`src/rtl/vga_timing_gen.sv`:
```
// Raster timing for 640x480@60: pixel/line counters, registered blank and strobes,
// plus hs/vs passed through a PIPE_DELAY-deep line so they stay aligned with registered RGB.
module vga_timing_gen #(
  parameter int   H_VISIBLE   = 640,
  parameter int   H_FRONT     = 16,
  parameter int   H_SYNC      = 96,
  parameter int   H_BACK      = 48,
  parameter int   V_VISIBLE   = 480,
  parameter int   V_FRONT     = 10,
  parameter int   V_SYNC      = 2,
  parameter int   V_BACK      = 33,
  parameter int   PIPE_DELAY  = 2,
  parameter logic SYNC_ACTIVE = 1'b0
) (
  input  logic       vga_clk,
  input  logic       reset,
  output logic [9:0] DrawX,
  output logic [9:0] DrawY,
  output logic       blank,
  output logic       frame_start,
  output logic       line_start,
  output logic       hs,
  output logic       vs
);

  localparam int H_TOTAL = H_VISIBLE + H_FRONT + H_SYNC + H_BACK;
  localparam int V_TOTAL = V_VISIBLE + V_FRONT + V_SYNC + V_BACK;

  localparam logic [9:0] H_LAST   = 10'(H_TOTAL - 1);
  localparam logic [9:0] V_LAST   = 10'(V_TOTAL - 1);
  localparam logic [9:0] H_VIS    = 10'(H_VISIBLE);
  localparam logic [9:0] V_VIS    = 10'(V_VISIBLE);
  localparam logic [9:0] HS_FIRST = 10'(H_VISIBLE + H_FRONT);
  localparam logic [9:0] HS_LAST  = 10'(H_VISIBLE + H_FRONT + H_SYNC - 1);
  localparam logic [9:0] VS_FIRST = 10'(V_VISIBLE + V_FRONT);
  localparam logic [9:0] VS_LAST  = 10'(V_VISIBLE + V_FRONT + V_SYNC - 1);

  if (PIPE_DELAY < 0 || PIPE_DELAY > 7) begin : g_bad_delay
    $error("vga_timing_gen: PIPE_DELAY must be within 0..7");
  end
  if (H_TOTAL >= 1024 || V_TOTAL >= 1024) begin : g_bad_total
    $error("vga_timing_gen: H_TOTAL and V_TOTAL must fit in 10 bits");
  end

  logic                  run;
  logic [9:0]            x_nxt;
  logic [9:0]            y_nxt;
  logic                  hs_nxt;
  logic                  vs_nxt;
  // Bit 0 is the registered raw sync (aligned with DrawX); the top bit drives the pin.
  logic [PIPE_DELAY:0]   hs_sr;
  logic [PIPE_DELAY:0]   vs_sr;

  // Until the run flag is set the next pixel is (0,0), so the first edge after reset presents it.
  always_comb begin
    x_nxt = '0;
    y_nxt = '0;
    if (run) begin
      if (DrawX == H_LAST) begin
        x_nxt = '0;
        y_nxt = (DrawY == V_LAST) ? 10'd0 : DrawY + 10'd1;
      end else begin
        x_nxt = DrawX + 10'd1;
        y_nxt = DrawY;
      end
    end
    hs_nxt = (x_nxt >= HS_FIRST && x_nxt <= HS_LAST) ? SYNC_ACTIVE : ~SYNC_ACTIVE;
    vs_nxt = (y_nxt >= VS_FIRST && y_nxt <= VS_LAST) ? SYNC_ACTIVE : ~SYNC_ACTIVE;
  end

  always_ff @(posedge vga_clk or posedge reset) begin
    if (reset) begin
      run         <= 1'b0;
      DrawX       <= '0;
      DrawY       <= '0;
      blank       <= 1'b0;
      frame_start <= 1'b0;
      line_start  <= 1'b0;
      hs_sr       <= {(PIPE_DELAY + 1){~SYNC_ACTIVE}};
      vs_sr       <= {(PIPE_DELAY + 1){~SYNC_ACTIVE}};
    end else begin
      run         <= 1'b1;
      DrawX       <= x_nxt;
      DrawY       <= y_nxt;
      blank       <= (x_nxt < H_VIS) && (y_nxt < V_VIS);
      frame_start <= (x_nxt == 10'd0) && (y_nxt == 10'd0);
      line_start  <= (x_nxt == 10'd0);
      hs_sr       <= (PIPE_DELAY + 1)'({hs_sr, hs_nxt});
      vs_sr       <= (PIPE_DELAY + 1)'({vs_sr, vs_nxt});
    end
  end

  assign hs = hs_sr[PIPE_DELAY];
  assign vs = vs_sr[PIPE_DELAY];

endmodule

```
`config.mk`:
```
export PLATFORM = sky130hd
export DESIGN_NAME = vga_timing_gen
export DESIGN_NICKNAME = d
export VERILOG_FILES = /design/src/rtl/vga_timing_gen.sv
export SDC_FILE = /design/constraint.sdc
export NUM_CORES = 1
export LEC_CHECK = 0
export ABC_AREA = 1
export CAP_MARGIN = 30
export CORE_MARGIN = 2
export CORE_UTILIZATION = 56
export CTS_BUF_LIST = sky130_fd_sc_hd__clkbuf_4
export CTS_CLUSTER_DIAMETER = 200
export DETAILED_ROUTE_END_ITERATION = 8
export PLACE_DENSITY = 0.85
export SETUP_SLACK_MARGIN = 0.4
export SKIP_CTS_REPAIR_TIMING = 1
export SLEW_MARGIN = 30
export SYNTH_ARGS = -nofsm -noshare
export SYNTH_HDL_FRONTEND = slang
export SYNTH_SLANG_ARGS = --single-unit
```
`constraint.sdc`:
```
create_clock -name vga_clk -period 2.8 [get_ports vga_clk]
set_input_delay 0.28 -clock vga_clk [delete_from_list [all_inputs] [get_ports vga_clk]]
set_output_delay 0.28 -clock vga_clk [all_outputs]
set_load 0.01 [all_outputs]
```
==> results by group, run 1 <==
Run status
  • Status: finished, final reports clean

Global route
  • Largest net degree at the start of global routing: 31
  • Initial antenna violation count: 0
  • Total gr overflow: 0
  • Vias in the first global route: between 1000 and 1500
  • Gr usage total: between 20% and 30%
  • First-pass GRT wire length: approximately 6.6 mm

Placed design
  • Post-detail-place hpwl: 3.051 mm
  • IO buf count: 26
  • Gpl congestion: 0.9498
  • Post-Place Setup Slack: 0.8087 ns

Setup path
  • Worst-path maximum fanout: 11
  • CP Class: register to register
  • Crit. End Element: register
  • Most used cell, CP: nand2_1
  • CP cell instances: ha_1 -> nand3_4 -> nor2_8 -> nand2_4 -> inv_2 -> nand2_1 -> nand3_1 -> nand2_1 -> nor2_1 -> nand2_1 -> nor3_2
  • Startpoint types: register
  • Worst EP required: between 3 and 4 ns
  • CP max-delay cell: dfrtp_1
  • Slowest Stage Delay on Critical Path: between 0.5 and 0.6 ns
  • Worst path arrival time: around 2.3 ns

Floorplanning
  • Die H: 60.72 um
  • Die width: 60.72 um
  • Placeable core region: approximately 3100 sq um
  • Boundary pin count: 27
  • Row count: 20
  • Die area: about 3700 sq um
  • Initial Util: 59.02%

Pwr
  • P_leak: 1.199 nW
  • Power per cell area: 349.6 nW/um^2
  • Worst VDD drop: 330.8 uV
  • Pwr Total: 753.6 uW

Layout
  • Antenna diodes: 0
  • Share of cells above drive strength 1: approximately 10%
  • Layout Utilization: 70.61%
  • Nets: 282
  • Synth-to-Final Area Change: 19.65%
  • Layout fillers: 268

Routing
  • Initial DRC Count: 56
  • Total iterations of the first detailed-routing run: 4
  • Via count: 1635
  • Post-route antenna net violation count: 0
  • Wire per inst: 12.32 um
  • Final WL: 3.968 mm
  • DRC: 0
  • Vias per cell: 5.078

Logic synthesis
  • Largest cells by area after synthesis: dfrtp_1, nand2_1, inv_1
  • Count leader, synth: nand2_1
  • Synth Instances: 246
  • Yosys cell types: 29
  • Biggest area consumer among synthesized cells: dfrtp_1
  • Synth top cells by count: nand2_1, inv_1, nand3_1
  • Syn_area_per_cell: ~7.3 sq um
  • Ys async rst share: 100.0%
  • FF+latch count, synth: 30
  • Synth Flop Type: dfrtp_1
  • Syn Std Cell Area: 1802 sq um
  • Yosys warns: 0
  • Post-synth top area share: 33.33%
  • Sequential area share after synthesis: 42.08%
  • Number of enable flip-flop cells after synthesis: 0
  • Post-Syn Nets: 251

Timing
  • Crit path time final: 2.022 ns
  • RSZ-0062 raised after global routing: false
  • Final hold vios: 0
  • Maximum operating frequency: 494.5 MHz
  • Worst Max-Slew Pin Slew: 0.6369 ns
  • Sum Neg Setup Slack: 0 ns
  • Final worst slack: 0.7778 ns
  • Max Clock Skew: 0.008731 ns
  • Fin. max-slew vios: 0
  • Final setup viols: 0
  • Fin crit share: 72.22%
  • Slew margin rel.: 57.54%

CTS
  • Clk root buf: clkbuf_4
  • Reg clk slew, reported paths: 0.10 ns
  • Worst skew pair latency: around 0.33 ns
  • Sinks on the clock net: 30
  • Clock buffer depth: 2
  • CTS tree: built
  • H-tree depth: 2
  • Cts bufs inserted: 5

Hold path
  • HP Class: input port to asynchronous set/reset pin

Job
  • Max cap viols: 0
==> per-layer routing <==
metal	track usage, %	routed length, um	share of wire (%)	vias to the layer above
met5	0	0	0	-
met4	9.317	46	1.2	0
met3	6.610	225	5.7	6
met2	41.63	2011	51	49
met1	31.64	1685	42	763
li1	-	-	-	817
==> registers in the layout, indices dropped and copies added (netlist names) <==
register     flops
blank            1
hs_sr            3
frame_start      1
DrawY           10
run              1
vs_sr            3
DrawX           10
line_start       1
==> final timing paths <==
kind	start	endpoint	slack (ns)	cells after the start
worst max-delay path	DrawX[0]	frame_start	0.78	11
worst min-delay path	reset	DrawY[4]	0.31	3
worst max register to register	DrawX[0]	frame_start	0.78	11
worst min register to register	hs_sr[1]	hs_sr[2]	0.36	0
max in group asynchronous	reset	hs_sr[2]	2.18	3
min in group vga_clk	hs_sr[1]	hs_sr[2]	0.36	0
==> where the power goes <==
| group | total [mW] | internal (mW) | switching (mW) |
|---|---|---|---|
| sequential | 0.452 | 0.441 | 0.0112 |
| combinational | 0.0486 | 0.0219 | 0.0267 |
| clock | 0.253 | 0.0932 | 0.160 |
==> stage by stage <==
stage	std cells	cell area, sq um	hold slack [ns]
floorplan	246	1802	0.3452
global placement	314	2102	0.3463
finish	322	2156	0.3101
CTS	322	2156	0.3084
detailed placement	314	2102	0.3485
global route	322	2156	0.3468
==> worst max-delay path, delay by kind of cell, from the launching register on <==
kind / cells / cell delay [ns]
AND/OR/NAND/NOR: 9 / 0.97
flip-flops: 1 / 0.52
adder cells (fa/ha/maj): 1 / 0.29
buffers and inverters: 1 / 0.16
==> cells in the final DEF (no fill, tap or decap) <==
cell type	netlist	final
clkinvlp_4	0	1
dfrtp_1	24	24
o211ai_1	1	1
conb_1	1	1
ha_1	3	3
clkinv_1	0	1
nor2_8	1	1
nand2_8	1	1
o21a_1	1	1
xor2_2	1	1
a21oi_2	1	1
clkinv_2	0	1
nand2_4	1	1
nand2_1	81	81
nor3_2	1	1
nor3_1	3	3
a21oi_1	2	2
nor2_4	4	4
nand3_4	1	1
dfstp_2	6	6
xor2_1	3	3
nand3_1	29	29
buf_4	1	1
and2_1	1	1
clkdlybuf4s50_1	0	26
o21ai_0	2	2
nor2_2	1	1
inv_1	44	44
inv_2	2	2
clkbuf_4	0	5
nand4_1	6	6
nor2_1	22	22
==> cells by family after synthesis <==
logic type	Yosys count	synth area share, %
AND/OR/NAND/NOR	152	40.00
flip-flops	30	42.08
XOR/XNOR	4	2.362
adder cells (fa/ha/maj)	3	2.084
other	1	0.2081
AO/OA/AOI/OAI	7	2.431
buffers and inverters	49	10.83
==> cell type report <==
type / instances / area, sq um / share of cell area (%)
Clock buffer: 5 / 37.54 / 1.741
Tap cell: 44 / 55.05 / 2.554
Timing Repair Buffer: 27 / 267.8 / 12.42
Sequential cell: 30 / 758.2 / 35.17
Inverter: 46 / 172.7 / 8.009
Multi-Input combinational cell: 167 / 848.3 / 39.35
Clock inverter: 3 / 16.27 / 0.7545
Power figures use the tool's default switching activity.
==> run 2: changes to the inputs <==
Settings changed: CORE_UTILIZATION 56 to 50, PLACE_DENSITY 0.85 to 0.81.
Clock period 2.8 ns to 1.7 ns, I/O delays scaled along.
==> results by group, run 2 (same netlist as run 1, synthesis figures left out) <==
Layout
  • Multi-input gate area: 1007 sq um
  • Layout Cells excl Fill: between 300 and 400
  • Biggest regs: DrawX x10, DrawY x10
  • Antenna diodes: 0
  • Layout fillers: approximately 220
  • Synth-to-Final Area Change: 47.85%
  • Nets: 317
  • Commonest non-fill, non-tap cells in the layout: nand2_1, inv_1, buf_4
  • Share of cells above drive strength 1: 32.59%
  • Commonest non-fill, non-tap cell in the layout: nand2_1
  • Area taken by flip-flops and latches: 764.5 sq um

Setup path
  • Reg2Reg Depth: 10
  • Crit. End Element: register
  • FF-to-FF End: frame_start
  • CP max-delay cell: dfrtp_1
  • R2R setup slack: -0.08 ns
  • Reg2reg start: DrawX[1]
  • Worst EP required: 1.96 ns
  • Worst-path maximum fanout: 6
  • Startpoint types: register
  • CP delay by family, top: simple AND/OR/NAND/NOR gates
  • Worst path arrival time: 2.04 ns
  • Buf/Inv on CP: 1
  • CP cell instances: ha_4 -> nand3_4 -> nor2_8 -> buf_6 -> nand4_1 -> nand2_1 -> nor2_4 -> nor2_1 -> nand3_1 -> nor3_2
  • Slowest Stage Delay on Critical Path: around 0.4 ns
  • CP Class: register to register

Floorplanning
  • Row count: 21
  • Die width: 64.03 um
  • Boundary pin count: 27
  • Die area: 4100 sq um
  • Placeable core region: 3390 sq um
  • Die H: 64.03 um
  • Initial Util: 53.16%

Global route
  • Total gr overflow: 0
  • Initial antenna violation count: 0
  • M3 GR Usage: 3.345%
  • Met2 usage: ~38%
  • Gr usage total: between 20 and 25%
  • Met1 GRT Util: 28.15%
  • Largest net degree at the start of global routing: 31
  • First-pass GRT wire length: 7.155 mm
  • Vias in the first global route: 1634
  • Global routing's busiest layer: met2

Timing
  • Fin crit share: 104.6%
  • Max Clock Skew: 0.01345 ns
  • Maximum operating frequency: 562.1 MHz
  • Crit path time final: 1.779 ns
  • Final hold vios: 0
  • Final setup viols: 5
  • Fin. max-slew vios: 0
  • RSZ-0062 raised after global routing: true
  • Final worst slack: -0.07904 ns
  • Sum Neg Setup Slack: -0.1401 ns

Run status
  • Status: complete, but fails checks
  • Violated checks: negative setup slack

Pwr
  • P_leak: 1.741 nW
  • P_sw: between 300 and 400 uW
  • Comb power frac: 8.5%
  • Pwr Total: 1.263 mW
  • Power per cell area: 474.0 nW/um^2
  • Sequential Power Share: about three fifths
  • Worst VDD drop: 347.0 uV
  • Clock share of power: 32.9%
  • Switching Fraction: 26.66%
  • Cell Int Power: 926.0 uW

CTS
  • Sinks on the clock net: 30
  • Cts bufs inserted: 5
  • H-tree depth: 2
  • Reg clk slew, reported paths: 0.10 ns
  • Clock buffer depth: 2
  • CTS tree: built
  • Clk root buf: clkbuf_4
  • Worst skew pair latency: 0.34 ns

Routing
  • Wire per inst: between 10 and 15 um
  • DRC: 0
  • Initial DRC Count: 73
  • Total iterations of the first detailed-routing run: 4
  • Final WL: 5.005 mm
  • Post-route antenna net violation count: 0
  • Vias per cell: 5.008
  • Via count: 1798

Job
  • Max cap viols: 0

Hold path
  • HP Class: input port to asynchronous set/reset pin

Placed design
  • Cell count after placement: 338
  • Gpl congestion: 0.9769
  • IO buf count: 26
  • Post-detail-place hpwl: ~3.1 mm
run 2: metrics by stage:
stage | cell area [sq um] | utilization [%] | setup slack, ns | hold WS, ns
CTS | 2345 | 69.18 | -0.07741 | 0.2059
global placement | 2291 | 67.59 | -0.005475 | 0.3460
floorplan | 1823 | - | 0.04124 | 0.2563
finish | 2664 | 78.59 | -0.07904 | 0.2010
global route | 2664 | 78.59 | -0.1769 | 0.2533
detailed placement | 2291 | 67.59 | -0.03387 | 0.3475
run 2: per-layer routing:
layer  up-vias  wire length, um  part of all wire, %
li1        884                -                    -
met1       837             2055                   41
met2        61             2559                   51
met3        16              219                  4.4
met4         0              171                  3.4
met5         -                0                    0
run 2: how the worst max path moves through the flow:
stage                        start          end  slack [ns]  cells after the start
after floorplan           DrawX[0]     vs_sr[0]        0.04                     10
after global placement    DrawX[1]  frame_start      -0.005                     11
after detailed placement  DrawX[1]  frame_start       -0.03                     11
after CTS                 DrawX[1]  frame_start       -0.08                     11
after global routing      DrawX[1]  frame_start       -0.18                     10
final                     DrawX[1]  frame_start       -0.08                     10
run 2: area by class of cell:
class / count / area share (%)
Multi-Input combinational cell: 168 / 37.81
Sequential cell: 30 / 28.70
Timing Repair Buffer: 61 / 22.55
Inverter: 46 / 6.764
Tap cell: 46 / 2.161
Clock buffer: 5 / 1.409
Clock inverter: 3 / 0.6106
run 2: power by group through the flow:
stage / registers, mW / logic (mW) / clock network [mW]
6_report: 0.739 / 0.108 / 0.416
5_1_grt: 0.740 / 0.120 / 0.462
4_1_cts: 0.738 / 0.103 / 0.427
3_5_place_dp: 0.752 / 0.103 / 0
3_3_place_gp: 0.750 / 0.0998 / 0
2_1_floorplan: 0.761 / 0.0428 / 0
run 2: worst min-delay path: stages:
cell and delay, ns:
clkdlybuf4s50_1 0.39, inv_1 0.05, buf_4 0.35
==> run 3: changes to the inputs <==
Settings changed: SKIP_CTS_REPAIR_TIMING 1 to default.
==> results by group, run 3 (same netlist as run 1, synthesis figures left out) <==
Run status
  • Status: complete, but fails checks
  • Violated checks: negative setup slack

Routing
  • Met2 WL: around 2.3 mm
  • Initial DRC Count: 93
  • DRC: 0
  • Vias per cell: 4.897
  • Via count: 1753
  • Final WL: 4.634 mm
  • M1 wire length: 1.981 mm
  • WL met3: 233 um
  • Post-route antenna net violation count: 0
  • Total iterations of the first detailed-routing run: 4
  • Top routing layer used: met4
  • Wire per inst: between 10 and 15 um

Timing
  • Fin. max-slew vios: 0
  • Final hold vios: 0
  • Final setup viols: 1
  • Max Clock Skew: 0.01667 ns
  • Fin crit share: 102.2%
  • Crit path time final: 1.737 ns
  • Maximum operating frequency: between 500 and 600 MHz
  • RSZ-0062 raised after global routing: true
  • Final worst slack: -0.03692 ns

Setup path
  • Crit. End Element: register
  • Worst path arrival time: 1.99 ns
  • Worst EP required: 1.95 ns
  • CP Class: register to register
  • Startpoint types: register
  • Reg2Reg Depth: 10
  • Worst-path maximum fanout: 6
  • Crit path from: DrawX[1]
  • Reg2reg start: DrawX[1]

Pwr
  • Power per cell area: 492.1 nW/um^2
  • P_leak: 1.419 nW
  • Worst VDD drop: 404.1 uV

Floorplanning
  • Placeable core region: 3390 sq um
  • Die H: 64.03 um
  • Initial Util: 53.16%
  • Die width: 64.03 um
  • Boundary pin count: 27
  • Row count: 21
  • Die area: 4100 sq um

Layout
  • Biggest regs: DrawX x10, DrawY x10
  • Layout Utilization: 75.27%
  • Synth-to-Final Area Change: 41.60%
  • Area taken by flip-flops and latches: 763.2 sq um
  • Nets: 316
  • Commonest non-fill, non-tap cells in the layout: nand2_1, inv_1, buf_4
  • Fin area: 2551 sq um
  • Antenna diodes: 0
  • Commonest non-fill, non-tap cell in the layout: nand2_1
  • Share of cells above drive strength 1: between 30% and 40%
  • Multi-input gate area: 1003 sq um
  • Layout fillers: 251

Hold path
  • HP Class: input port to asynchronous set/reset pin

CTS
  • Sinks on the clock net: 30
  • Worst skew pair latency: 0.34 ns
  • Clk root buf: clkbuf_4
  • Cts bufs inserted: 5
  • H-tree depth: 2
  • Reg clk slew, reported paths: roughly 0.11 ns
  • CTS tree: built
  • Hold-fix buffers at CTS: 0
  • Clock buffer depth: 2

Job
  • Max cap viols: 0

Placed design
  • Gpl congestion: 0.9769
  • IO buf count: 26
  • DP Area: ~2300 sq um
  • Post-detail-place hpwl: around 3.1 mm

Global route
  • Largest net degree at the start of global routing: 31
  • Vias in the first global route: 1713
  • Initial antenna violation count: 0
  • Total gr overflow: 0
  • Gr usage total: 24.08%
  • First-pass GRT wire length: 7.562 mm
run 3: cell types whose count changed in the layout (fill, tap and decap cells not counted), sizes merged:
cell	change
clkbuf	+5
dlymetal6s2s	-25
clkdlybuf4s15	+4
buf	+5
dlygate4sd2	+10
run 3: final cells by class:
type                            instances  area share (%)
Clock inverter                          3          0.6376
Inverter                               46           7.062
Multi-Input combinational cell        168           39.33
Clock buffer                            5           1.471
Sequential cell                        30           29.92
Tap cell                               46           2.256
Timing Repair Buffer                   60           19.32
run 3: what timing repair did:
| item | in CTS | in global routing |
|---|---|---|
| setup buffers | 8 | 3 |
| cloned | 0 | 1 |
| pin swaps | 3 | 5 |
| endpoints found under the setup margin | 41 | 34 |
| gates resized for setup | 66 | 45 |
run 3: routing by layer:
layer,GRT usage [%],vias to the layer above
met1,29.44,813
met3,3.345,7
met2,41.80,55
met4,11.14,0
li1,-,878
met5,0,-
run 3: through the flow:
| stage | cells | setup slack [ns] | setup TNS, ns | hold WS [ns] | power (mW) |
|---|---|---|---|---|---|
| finish | 358 | -0.03692 | -0.03692 | 0.1942 | 1.256 |
| floorplan | 246 | 0.04124 | 0 | 0.2563 | 0.8034 |
| global route | 358 | -0.1976 | -0.4231 | 0.2579 | 1.314 |
| detailed placement | 338 | -0.03387 | -0.04175 | 0.3475 | 0.8542 |
| CTS | 354 | -0.01317 | -0.01317 | 0.2059 | 1.263 |
| global placement | 338 | -0.005475 | -0.005475 | 0.3460 | 0.8496 |
run 3: final timing paths:
kind,to,slack (ns)
setup / recovery,frame_start,-0.04
hold / removal,DrawY[1],0.19
setup reg to reg,frame_start,-0.04
hold reg to reg,vs_sr[2],0.35
max in group asynchronous,vs_sr[1],1.18
min in group vga_clk,vs_sr[2],0.35
run 3: power by group:
part / leakage (nW) / switching [mW] / internal, mW
sequential: 0.377 / 0.0113 / 0.727
clock: 0.0286 / 0.258 / 0.153
combinational: 1.01 / 0.0612 / 0.0446
run 3: critical path, stage by stage, from the launching register on:
cell	delay, ns
dfrtp_1	0.41
ha_4	0.17
nand3_4	0.11
nor2_8	0.19
buf_4	0.15
nand4_1	0.08
nand2_2	0.10
nor2_4	0.05
nor2_1	0.09
nand3_1	0.12
nor3_2	0.17
